`src/rtl/cpu_types_pkg.sv`:
```
// Shared fetch-stage types and buffer sizing.
// FETCH_SKID_EN selects a two-entry skid buffer instead of a single entry.
package cpu_types_pkg;

  typedef logic [31:0] word_t;

  typedef enum logic [1:0] {
    FETCH  = 2'd0,
    FULL   = 2'd1,
    HALTED = 2'd2
  } fetch_state_t;

  typedef struct packed {
    word_t instr;
    word_t pc4;
  } fetch_entry_t;

`ifdef FETCH_SKID_EN
  localparam int unsigned FETCH_BUF_DEPTH = 2;
`else
  localparam int unsigned FETCH_BUF_DEPTH = 1;
`endif

endpackage

```
`src/rtl/fetch_buffer.sv`:
```
// One- or two-entry FIFO between instruction memory and the IF/ID latch.
// Valid/ready on both sides; clear empties it synchronously.
module fetch_buffer
  import cpu_types_pkg::*;
#(
  parameter int unsigned DEPTH = 1
) (
  input  logic         CLK,
  input  logic         nRST,
  input  logic         clear,
  input  logic         in_valid,
  output logic         in_ready,
  input  fetch_entry_t in_data,
  output logic         out_valid,
  input  logic         out_ready,
  output fetch_entry_t out_data,
  output logic         full
);

  localparam logic [1:0] DEPTH_C = 2'(DEPTH);

  fetch_entry_t slot0, slot1;
  logic [1:0]   count;
  logic         push, pop;

  assign out_valid = (count != 2'd0);
  assign full      = (count == DEPTH_C);
  assign pop       = out_valid && out_ready;
  // Space exists if not full, or if the head leaves this same cycle.
  assign in_ready  = !full || pop;
  assign push      = in_valid && in_ready;
  assign out_data  = slot0;

  always_ff @(posedge CLK or negedge nRST) begin
    if (!nRST) begin
      slot0 <= '0;
      slot1 <= '0;
      count <= '0;
    end else if (clear) begin
      count <= '0;
    end else begin
      case ({push, pop})
        2'b10: begin
          if (count == 2'd0) slot0 <= in_data;
          else               slot1 <= in_data;
          count <= count + 2'd1;
        end
        2'b01: begin
          slot0 <= slot1;
          count <= count - 2'd1;
        end
        2'b11: begin
          if (count == 2'd1) begin
            slot0 <= in_data;
          end else begin
            slot0 <= slot1;
            slot1 <= in_data;
          end
        end
        default: ;
      endcase
    end
  end

endmodule

```
`src/rtl/fetch_unit.sv`:
```
// Instruction fetch stage: requests imem at pcout, buffers words for IF/ID.
// Define FETCH_SKID_EN for a two-entry buffer (see cpu_types_pkg).
module fetch_unit
  import cpu_types_pkg::*;
(
  input  logic  CLK,
  input  logic  nRST,
  input  word_t pcout,
  output logic  pcenable,
  output logic  imemREN,
  output word_t imemaddr,
  input  logic  ihit,
  input  word_t imemload,
  output word_t instr,
  output word_t instr_pc4,
  output logic  instr_valid,
  input  logic  instr_ready,
  input  logic  flush,
  input  logic  halt,
  output word_t fetch_count
);

  fetch_state_t state;
  word_t        fetch_count_q;
  fetch_entry_t cap_data, head;
  logic         buf_in_ready, buf_full, buf_clear;
  logic         fire, accept;

  assign imemaddr    = pcout;
  // A FETCH cycle with a full, undrained buffer issues no request.
  assign imemREN     = (state == FETCH) && buf_in_ready;
  assign fire        = imemREN && ihit && !flush;
  assign accept      = instr_valid && instr_ready;
  assign pcenable    = nRST && (state != HALTED) && (flush || fire);
  assign buf_clear   = flush || halt || (state == HALTED);
  assign cap_data    = '{instr: imemload, pc4: pcout + 32'd4};
  assign instr       = head.instr;
  assign instr_pc4   = head.pc4;
  assign fetch_count = fetch_count_q;

  fetch_buffer #(.DEPTH(FETCH_BUF_DEPTH)) u_buf (
    .CLK       (CLK),
    .nRST      (nRST),
    .clear     (buf_clear),
    .in_valid  (fire),
    .in_ready  (buf_in_ready),
    .in_data   (cap_data),
    .out_valid (instr_valid),
    .out_ready (instr_ready),
    .out_data  (head),
    .full      (buf_full)
  );

  always_ff @(posedge CLK or negedge nRST) begin
    if (!nRST) begin
      state         <= FETCH;
      fetch_count_q <= '0;
    end else begin
      if (accept) fetch_count_q <= fetch_count_q + 32'd1;
      case (state)
        FETCH: begin
          if (flush)                     state <= FETCH;
          else if (halt)                 state <= HALTED;
          else if (buf_full && !accept)  state <= FULL;
          else                           state <= FETCH;
        end
        FULL: begin
          if (flush)       state <= FETCH;
          else if (halt)   state <= HALTED;
          else if (accept) state <= FETCH;
          else             state <= FULL;
        end
        HALTED:  state <= HALTED;
        default: state <= FETCH;
      endcase
    end
  end

endmodule
```
`config.mk`:
```
export PLATFORM = sky130hd
export DESIGN_NAME = fetch_unit
export DESIGN_NICKNAME = d
export VERILOG_FILES = /design/src/rtl/cpu_types_pkg.sv /design/src/rtl/fetch_buffer.sv /design/src/rtl/fetch_unit.sv
export SDC_FILE = /design/constraint.sdc
export NUM_CORES = 1
export LEC_CHECK = 0
export BUFFER_PORTS_ARGS = -buffer_cell sky130_fd_sc_hd__buf_2
export CAP_MARGIN = 10
export CORE_ASPECT_RATIO = 0.6
export CORE_MARGIN = 4
export CORE_UTILIZATION = 41
export CTS_CLUSTER_DIAMETER = 80
export DETAILED_ROUTE_END_ITERATION = 8
export GPL_TIMING_DRIVEN = 1
export PLACE_DENSITY = 0.62
export REMOVE_ABC_BUFFERS = 1
export SYNTH_ARGS = -nofsm -noshare
export SYNTH_HDL_FRONTEND = slang
export SYNTH_SLANG_ARGS = --single-unit
export TNS_END_PERCENT = 20
```
`constraint.sdc`:
```
create_clock -name CLK -period 2.4 [get_ports CLK]
set_input_delay 0.6 -clock CLK [delete_from_list [all_inputs] [get_ports CLK]]
set_output_delay 0.6 -clock CLK [all_outputs]
set_load 0.01 [all_outputs]
```
==> results of run 1 <==
synth_stat cells (5+ instances only):
cell,count
clkbuf_1,27
nor4_1,6
nor2_1,67
dfrtp_1,164
nand2_1,141
and3_1,6
buf_4,32
nor3_1,13
a21o_1,5
o21ai_0,56
mux2_2,45
inv_1,8
nand3_1,21
buf_2,10
a21oi_1,9
a31oi_1,36
and4_1,6
xor2_1,27
nand4_1,12
xnor2_1,33
or3_1,5
through the flow:
stage | power, uW | hold WS (ns) | util | instance area [sq um] | instances
2_1_floorplan | 4470 | 0.304 | - | 7430 | 710
3_3_place_gp | 5420 | 0.457 | 0.498 | 9170 | 1189
3_5_place_dp | 5460 | 0.462 | 0.498 | 9170 | 1189
4_1_cts | 8280 | 0.371 | 0.531 | 9780 | 1220
5_1_grt | 8630 | 0.363 | 0.533 | 9810 | 1221
6_report | 8150 | 0.219 | 0.533 | 9810 | 1221
routing by layer:
metal / track usage / wire length, microns / vias to the layer above
li1: - / - / 3044
met1: 0.289 / 10300 / 2975
met2: 0.268 / 8020 / 209
met3: 0.0722 / 1760 / 21
met4: 0.0473 / 206 / 6
met5: 0 / 35 / -
sequential cells by signal, indices dropped and copies added (netlist names):
register / flops
state: 2
fetch_count: 32
u_buf.count: 2
u_buf.out_data: 64
u_buf.slot1: 64
critical path, stage by stage (launching register included):
cell and delay (ns):
dfrtp_1 0.37, inv_2 0.07, ha_4 0.16, nand2b_4 0.15, a21oi_4 0.17, a21oi_2 0.07
nor3b_2 0.16, buf_2 0.15
power groups by stage:
stage	Sequential, uW	Combinational (uW)	Clock, uW
final	3670	1720	2760
after global routing	3740	1930	2960
after CTS	3670	1750	2850
after detailed placement	3700	1760	0
after global placement	3700	1720	0
after floorplan	3890	576	0
final timing paths:
path | cells past startpoint | slack, ns | start | endpoint
max | 7 | 0.09 | u_buf.count[0]$_DFFE_PN0P_ | pcenable
min | 2 | 0.22 | nRST | fetch_count[31]$_DFFE_PN0P_
max reg2reg | 7 | 0.28 | u_buf.count[1]$_DFFE_PN0P_ | u_buf.out_data[23]$_DFFE_PN0P_
min reg2reg | 1 | 0.47 | u_buf.out_data[16]$_DFFE_PN0P_ | u_buf.out_data[16]$_DFFE_PN0P_
max in group asynchronous | 2 | 1.34 | nRST | u_buf.slot1[52]$_DFFE_PN0P_
min in group CLK | 2 | 0.42 | halt | state[0]$_DFF_PN0_
logic make-up after synthesis:
group / after synthesis / share of synthesized area
and+or+nand+nor: 300 / 0.183
DFF: 164 / 0.524
AOI/OAI and AO/OA: 126 / 0.0964
buffers and inverters: 78 / 0.0543
xor gates and xnor gates: 60 / 0.0671
muxes: 48 / 0.0686
adders and majority gates: 4 / 0.00639
area by class of cell:
| cell class | count | area [sq um] |
|---|---|---|
| Clock buffer | 22 | 464 |
| Clock inverter | 9 | 129 |
| Fill cell | 1672 | 8590 |
| Inverter | 8 | 30.0 |
| Multi-Input combinational cell | 538 | 3360 |
| Sequential cell | 164 | 4100 |
| Tap cell | 240 | 300 |
| Timing Repair Buffer | 240 | 1420 |
repair_timing:
action | in CTS | in global routing
pin swaps | 1 | 4
endpoints found under the setup margin | 2 | 1
buffers inserted | 0 | 1
gates resized for setup | 3 | 6
==> impl_metrics.sql, run 1 <==
INSERT INTO impl_metrics (metric_group, metric, value, unit) VALUES
('job', 'drv_cap', '0', ''),
('logic_synthesis', 'ys_ff_latch', '164', ''),
('die', 'fp.coreArea', '0.0184', 'sq mm'),
('setup_path', 'critical_path_required', '1.80', 'ns'),
('grt', 'grt_pass1_wl', '33300', 'microns'),
('place', 'port_buffers', '200', ''),
('clocking', 'tritoncts', 'yes', ''),
('sta', 'worst_margin_pin_slew', '1.02', 'ns'),
('place', 'place_hpwl', '14300', 'microns'),
('drt', 'drt_first_pass_iters', '5', ''),
('power', 'cell_internal_pwr', '5770', 'uW'),
('clocking', 'holdBufCountCts', '0', ''),
('drt', 'drt_iter0_markers', '382', ''),
('drt', 'antenna_violating_nets_post_route', '0', ''),
('sta', 'finalSetupViolCount', '0', ''),
('die', 'die-height', '115', 'microns'),
('clocking', 'cts_max_path_bufs', '2', ''),
('cells_and_area', 'nets', '1043', ''),
('logic_synthesis', 'yosysWarningCount', '0', ''),
('setup_path', 'worstPathArrival', '1.71', 'ns'),
('place', 'dpl_worst_slack', '-0.0654', 'ns'),
('logic_synthesis', 'syn_area', '0.00783', 'sq mm'),
('drt', 'avgViaCountPerCell', '5.12', ''),
('power', 'vdd_drop_max', '470', 'uV'),
('drt', 'detail_route.wl_per_cell', '16.6', 'microns'),
('run_status', 'outcome', 'finished clean', ''),
('logic_synthesis', 'async_flop_share', '1.00', ''),
('logic_synthesis', 'number_of_distinct_library_cells_after_synthesis', '45', ''),
('logic_synthesis', 'synth_edf_count', '0', ''),
('logic_synthesis', 'netlist_instances', '780', ''),
('setup_path', 'worstSetupStartpointType', 'flip-flop', ''),
('drt', 'postRouteWirelength', '20300', 'microns'),
('die', 'floorplan.io_pins', '201', ''),
('die', 'floorplan.initialDensity', '0.425', ''),
('cells_and_area', 'areaGrowthSynthToFinish', '25.3', '%'),
('grt', 'globalRouteOverflowTotal', '0', ''),
('grt', 'grt_use_total', '0.194', ''),
('power', 'seq_power_share', '0.450', ''),
('power', 'power.combinational.fraction', '0.211', ''),
('min_path', 'timing.hold.worst.class', 'input pin to async pin', ''),
('drt', 'remaining_drc_errors', '0', ''),
('logic_synthesis', 'dominantRegCellSynth', 'dfrtp_1', ''),
('sta', 'achievable-frequency', '434', 'MHz'),
('sta', 'maxSlewHeadroom', '0.322', ''),
('power', 'power.density_cell_area', '831', 'mW/mm^2'),
('logic_synthesis', 'synthTopCellsByArea', 'dfrtp_1, nand2_1, mux2_2', ''),
('logic_synthesis', 'yosysSeqAreaShare', '0.524', ''),
('cells_and_area', 'post_route_cells_drive_above_1_share', '0.340', ''),
('sta', 'final_max_slew_viol_count', '0', ''),
('die', 'core.rowCount', '38', ''),
('cells_and_area', 'layout.cells.most_common', 'buf_2', ''),
('setup_path', 'worst-setup-path-type', 'flip-flop to output port', ''),
('setup_path', 'crit_fanout', '3', ''),
('grt', 'first_global_vias', '6183', ''),
('drt', 'routed-via-count', '6255', ''),
('clocking', 'root_buffer', 'clkbuf_16', ''),
('cells_and_area', 'commonest_cells_after_routing_fill_and_taps_aside', 'buf_2, dfrtp_1, nand2_1', ''),
('sta', 'hold_fails_final_rpt', '0', ''),
('grt', 'grt_max_degree', '165', ''),
('power', 'power.share.switching', '0.292', ''),
('clocking', 'clk_transition_reported_paths', '0.06', 'ns'),
('sta', 'final_min_period_over_clock_period', '0.961', ''),
('power', 'power_switching', '2380', 'uW'),
('sta', 'final.setup.tns', '0', 'ns'),
('clocking', 'cts_buffers', '17', ''),
('logic_synthesis', 'yosysTopAreaCell', 'dfrtp_1', ''),
('clocking', 'level_count_of_the_clock_h_tree', '4', ''),
('logic_synthesis', 'synthesis.area_per_instance', '10.0', 'sq um'),
('logic_synthesis', 'yosys.area.top_type_share', '0.524', ''),
('die', 'die_area', '0.0214', 'sq mm'),
('sta', 'fin_crit', '2.31', 'ns'),
('place', 'gp_congestion', '0.797', ''),
('clocking', 'clk_latency', '0.42', 'ns'),
('grt', 'antenna_found_initial', '3', ''),
('sta', 'min_setup_slack_post_route', '0.0945', 'ns'),
('sta', 'clock_skew', '0.00782', 'ns'),
('power', 'share_clk_of_total_power', '0.338', ''),
('setup_path', 'worstSetupEndpointType', 'output port', ''),
('power', 'reported_leakage_power', '0.00489', 'uW'),
('clocking', 'cts.sinks', '164', ''),
('cells_and_area', 'antenna-diode-count', '0', ''),
('die', 'die_width', '186', 'microns');
Note: power is estimated with default switching activity, not from simulation.
==> inputs of run 2 (changes only) <==
--- a/config.mk
+++ b/config.mk
@@ -7,15 +7,18 @@
 export LEC_CHECK = 0
 export BUFFER_PORTS_ARGS = -buffer_cell sky130_fd_sc_hd__buf_2
 export CAP_MARGIN = 10
+export CELL_PAD_IN_SITES_DETAIL_PLACEMENT = 0
+export CELL_PAD_IN_SITES_GLOBAL_PLACEMENT = 1
 export CORE_ASPECT_RATIO = 0.6
 export CORE_MARGIN = 4
 export CORE_UTILIZATION = 41
 export CTS_CLUSTER_DIAMETER = 80
 export DETAILED_ROUTE_END_ITERATION = 8
 export GPL_TIMING_DRIVEN = 1
-export PLACE_DENSITY = 0.62
+export PLACE_DENSITY = 0.76
 export REMOVE_ABC_BUFFERS = 1
 export SYNTH_ARGS = -nofsm -noshare
 export SYNTH_HDL_FRONTEND = slang
+export SYNTH_HIERARCHICAL = 1
 export SYNTH_SLANG_ARGS = --single-unit
 export TNS_END_PERCENT = 20
==> run 2 against run 1 <==
- sequential power decreased by 3%
- cell area increased by 1.9%
- utilization decreased by 1.5 points
- register-to-register slack got worse by 0.18 ns
==> impl_metrics.sql, run 2 <==
INSERT INTO impl_metrics (metric_group, metric, value, unit) VALUES
('logic_synthesis', 'netlist_instances', '696', ''),
('die', 'floorplan.initialDensity', '0.424', ''),
('min_path', 'timing.hold.worst.class', 'input pin to async pin', ''),
('sta', 'final_min_period_over_clock_period', '0.982', ''),
('setup_path', 'worst_r2r_endpoint', 'u_buf/slot1[47]$_DFFE_PN0P_', ''),
('drt', 'routed-via-count', '5751', ''),
('cells_and_area', 'antenna-diode-count', '0', ''),
('drt', 'detail_route.wl_per_cell', '17.1', 'microns'),
('sta', 'maxSlewHeadroom', '0.391', ''),
('logic_synthesis', 'async_flop_share', '1.00', ''),
('cells_and_area', 'multi_input_comb_area', '0.00353', 'sq mm'),
('setup_path', 'worstSetupEndpointType', 'output port', ''),
('clocking', 'root_buffer', 'clkbuf_16', ''),
('logic_synthesis', 'synth_edf_count', '0', ''),
('die', 'core.rowCount', '39', ''),
('setup_path', 'reg2reg_depth', '11', ''),
('setup_path', 'worstPathArrival', '1.76', 'ns'),
('logic_synthesis', 'yosysTopAreaCell', 'dfrtp_1', ''),
('logic_synthesis', 'post_synth_xor_area_fraction', '0.0643', ''),
('logic_synthesis', 'synthesis.area_per_instance', '11.7', 'sq um'),
('clocking', 'tritoncts', 'yes', ''),
('run_status', 'outcome', 'finished clean', ''),
('cells_and_area', 'reg_area', '0.00410', 'sq mm'),
('logic_synthesis', 'syn_area', '0.00817', 'sq mm'),
('sta', 'fin_crit', '2.36', 'ns'),
('die', 'floorplan.io_pins', '201', ''),
('sta', 'clock_skew', '0.00898', 'ns'),
('cells_and_area', 'areaGrowthSynthToFinish', '22.3', '%'),
('setup_path', 'worstSetupStartpointType', 'flip-flop', ''),
('die', 'die_area', '0.0223', 'sq mm'),
('logic_synthesis', 'largest_family_of_logic_cells_by_synthesized_area', 'multiplexers', ''),
('setup_path', 'r2r-start', 'u_buf/count[0]$_DFFE_PN0P_', ''),
('sta', 'final_max_slew_viol_count', '0', ''),
('setup_path', 'cpPeakStageDelay', '0.38', 'ns'),
('drt', 'avgViaCountPerCell', '4.94', ''),
('clocking', 'level_count_of_the_clock_h_tree', '4', ''),
('clocking', 'clk_latency', '0.42', 'ns'),
('sta', 'finalSetupViolCount', '0', ''),
('logic_synthesis', 'yosys.area.top_type_share', '0.502', ''),
('cells_and_area', 'layout.cells.most_common', 'buf_2', ''),
('clocking', 'clk_transition_reported_paths', '0.06', 'ns'),
('place', 'place_area', '0.00927', 'sq mm'),
('grt', 'first_global_vias', '5624', ''),
('place', 'port_buffers', '200', ''),
('setup_path', 'crit_path_start', 'u_buf/count[0]$_DFFE_PN0P_', ''),
('logic_synthesis', 'most_frequently_used_cell_type_in_the_post_synthesis_netlist', 'dfrtp_1', ''),
('place', 'place_hpwl', '13800', 'microns'),
('cells_and_area', 'post_route_cells_drive_above_1_share', '0.407', ''),
('place', 'gp_congestion', '0.783', ''),
('logic_synthesis', 'synth_simple_gate_area_frac', '0.139', ''),
('logic_synthesis', 'synthTopCellsByArea', 'dfrtp_1, mux2_2, mux2i_1', ''),
('logic_synthesis', 'number_of_distinct_library_cells_after_synthesis', '47', ''),
('sta', 'achievable-frequency', '424', 'MHz'),
('clocking', 'cts_max_path_bufs', '2', ''),
('logic_synthesis', 'ys_ff_latch', '164', ''),
('power', 'power.density_cell_area', '771', 'mW/mm^2'),
('power', 'reported_leakage_power', '0.00534', 'uW'),
('setup_path', 'r2r_setup_slack', '0.10', 'ns'),
('logic_synthesis', 'yosysSeqAreaShare', '0.502', ''),
('die', 'die_width', '190', 'microns'),
('drt', 'remaining_drc_errors', '0', ''),
('cells_and_area', 'nets', '959', ''),
('job', 'drv_cap', '0', ''),
('cells_and_area', 'finish.utilization', '0.519', ''),
('logic_synthesis', 'adder_cell_area_share_of_the_yosys_netlist', '0.00613', ''),
('cells_and_area', 'commonest_cells_after_routing_fill_and_taps_aside', 'buf_2, dfrtp_1, nor2_1', ''),
('setup_path', 'crit_fanout', '2', ''),
('sta', 'worst_margin_pin_slew', '0.914', 'ns'),
('drt', 'drt_first_pass_iters', '5', ''),
('setup_path', 'crit_slowest_cell', 'dfrtp_1', ''),
('setup_path', 'crit_chain', 'buf_4, ha_1, nand2_2, nand3b_1, a211oi_2, buf_2', ''),
('clocking', 'cts_buffers', '17', ''),
('logic_synthesis', 'dominantRegCellSynth', 'dfrtp_1', ''),
('grt', 'grt_use_total', '0.173', ''),
('clocking', 'cts.sinks', '164', ''),
('sta', 'hold_fails_final_rpt', '0', ''),
('cells_and_area', 'final_design_area_no_fill', '0.00999', 'sq mm'),
('cells_and_area', 'n_fill_cell', '1769', ''),
('grt', 'grt_max_degree', '165', ''),
('logic_synthesis', 'yosysWarningCount', '6', ''),
('drt', 'drt_iter0_markers', '381', ''),
('drt', 'postRouteWirelength', '19800', 'microns'),
('setup_path', 'critical_path_required', '1.80', 'ns'),
('logic_synthesis', 'synth.mux.area_fraction', '0.169', ''),
('grt', 'antenna_found_initial', '0', ''),
('sta', 'setup_repair_after_global_routing_missed_its_margin', 'true', ''),
('die', 'die-height', '117', 'microns'),
('logic_synthesis', 'yosys-top-cells-count', 'dfrtp_1, nor2_1, a21oi_1', ''),
('die', 'fp.coreArea', '0.0193', 'sq mm'),
('grt', 'globalRouteOverflowTotal', '0', ''),
('grt', 'grt_pass1_wl', '31100', 'microns'),
('drt', 'antenna_violating_nets_post_route', '0', ''),
('power', 'vdd_drop_max', '452', 'uV'),
('logic_synthesis', 'share_of_the_synthesized_area_in_compound_gates_ao_oa_aoi_oai', '0.0473', ''),
('setup_path', 'worst-setup-path-type', 'flip-flop to output port', '');
-- run 2: routing by layer --
layer  track usage  wire length, microns  vias up
li1              -                     -     2772
met1         0.278                 10500     2809
met2         0.229                  7990      159
met3        0.0445                  1260       11
met4        0.0462                   133        0
met5             0                     0        -
-- run 2: cell families after synthesis --
| logic type | Yosys count |
|---|---|
| AO/OA/AOI/OAI | 73 |
| adder cells (fa/ha/maj) | 4 |
| AND/OR/NAND/NOR | 189 |
| buffers and inverters | 76 |
| flip-flops | 164 |
| XOR/XNOR | 60 |
| multiplexers | 130 |
-- run 2: timing repair --
| item | in CTS | in global routing |
|---|---|---|
| hold buffers | 0 | 0 |
| resized for setup | 1 | 9 |
| cloned | 0 | 4 |
| setup endpoints to repair | 1 | 122 |
| pin swaps | 1 | 5 |
| buffers inserted | 1 | 6 |
-- run 2: stage by stage --
| stage | setup slack [ns] | cells | power (uW) | hold slack [ns] | setup TNS [ns] |
|---|---|---|---|---|---|
| finish | 0.0422 | 1163 | 7700 | 0.302 | 0 |
| CTS | 0.0222 | 1153 | 7790 | 0.348 | 0 |
| detailed placement | 0.0302 | 1121 | 5230 | 0.459 | 0 |
| global placement | 0.0504 | 1121 | 5200 | 0.457 | 0 |
| global route | -0.0587 | 1163 | 8140 | 0.355 | -0.108 |
| floorplan | -4.31 | 634 | 4350 | 0.304 | -365.66 |
-- run 2: critical path: cells and delay by family (launching register included) --
| kind | cells | cell delay, ns |
|---|---|---|
| DFF | 1 | 0.38 |
| and+or+nand+nor | 2 | 0.21 |
| AOI/OAI and AO/OA | 1 | 0.24 |
| buffers and inverters | 2 | 0.30 |
| adders and majority gates | 1 | 0.21 |
-- run 2: worst max-delay path by stage --
stage                                    end  cells after the start
2_1_floorplan  u_buf/out_data[0]$_DFFE_PN0P_                      9
5_1_grt                             pcenable                      7
3_5_place_dp     u_buf/slot1[25]$_DFFE_PN0P_                     10
6_report                            pcenable                      6
4_1_cts                             pcenable                      7
3_3_place_gp     u_buf/slot1[18]$_DFFE_PN0P_                     10
-- run 2: cell type report --
type	instances	area share
clock buffer	23	0.0488
sequential	164	0.411
clock inverter	8	0.00513
timing repair buffer	232	0.144
multi-input combinational	456	0.353
tap	266	0.0333
inverter	14	0.00526
-- run 2: power by group --
group | internal, uW | total, uW | switching [uW]
sequential | 3260 | 3560 | 301
clock | 1420 | 2520 | 1100
combinational | 709 | 1620 | 909
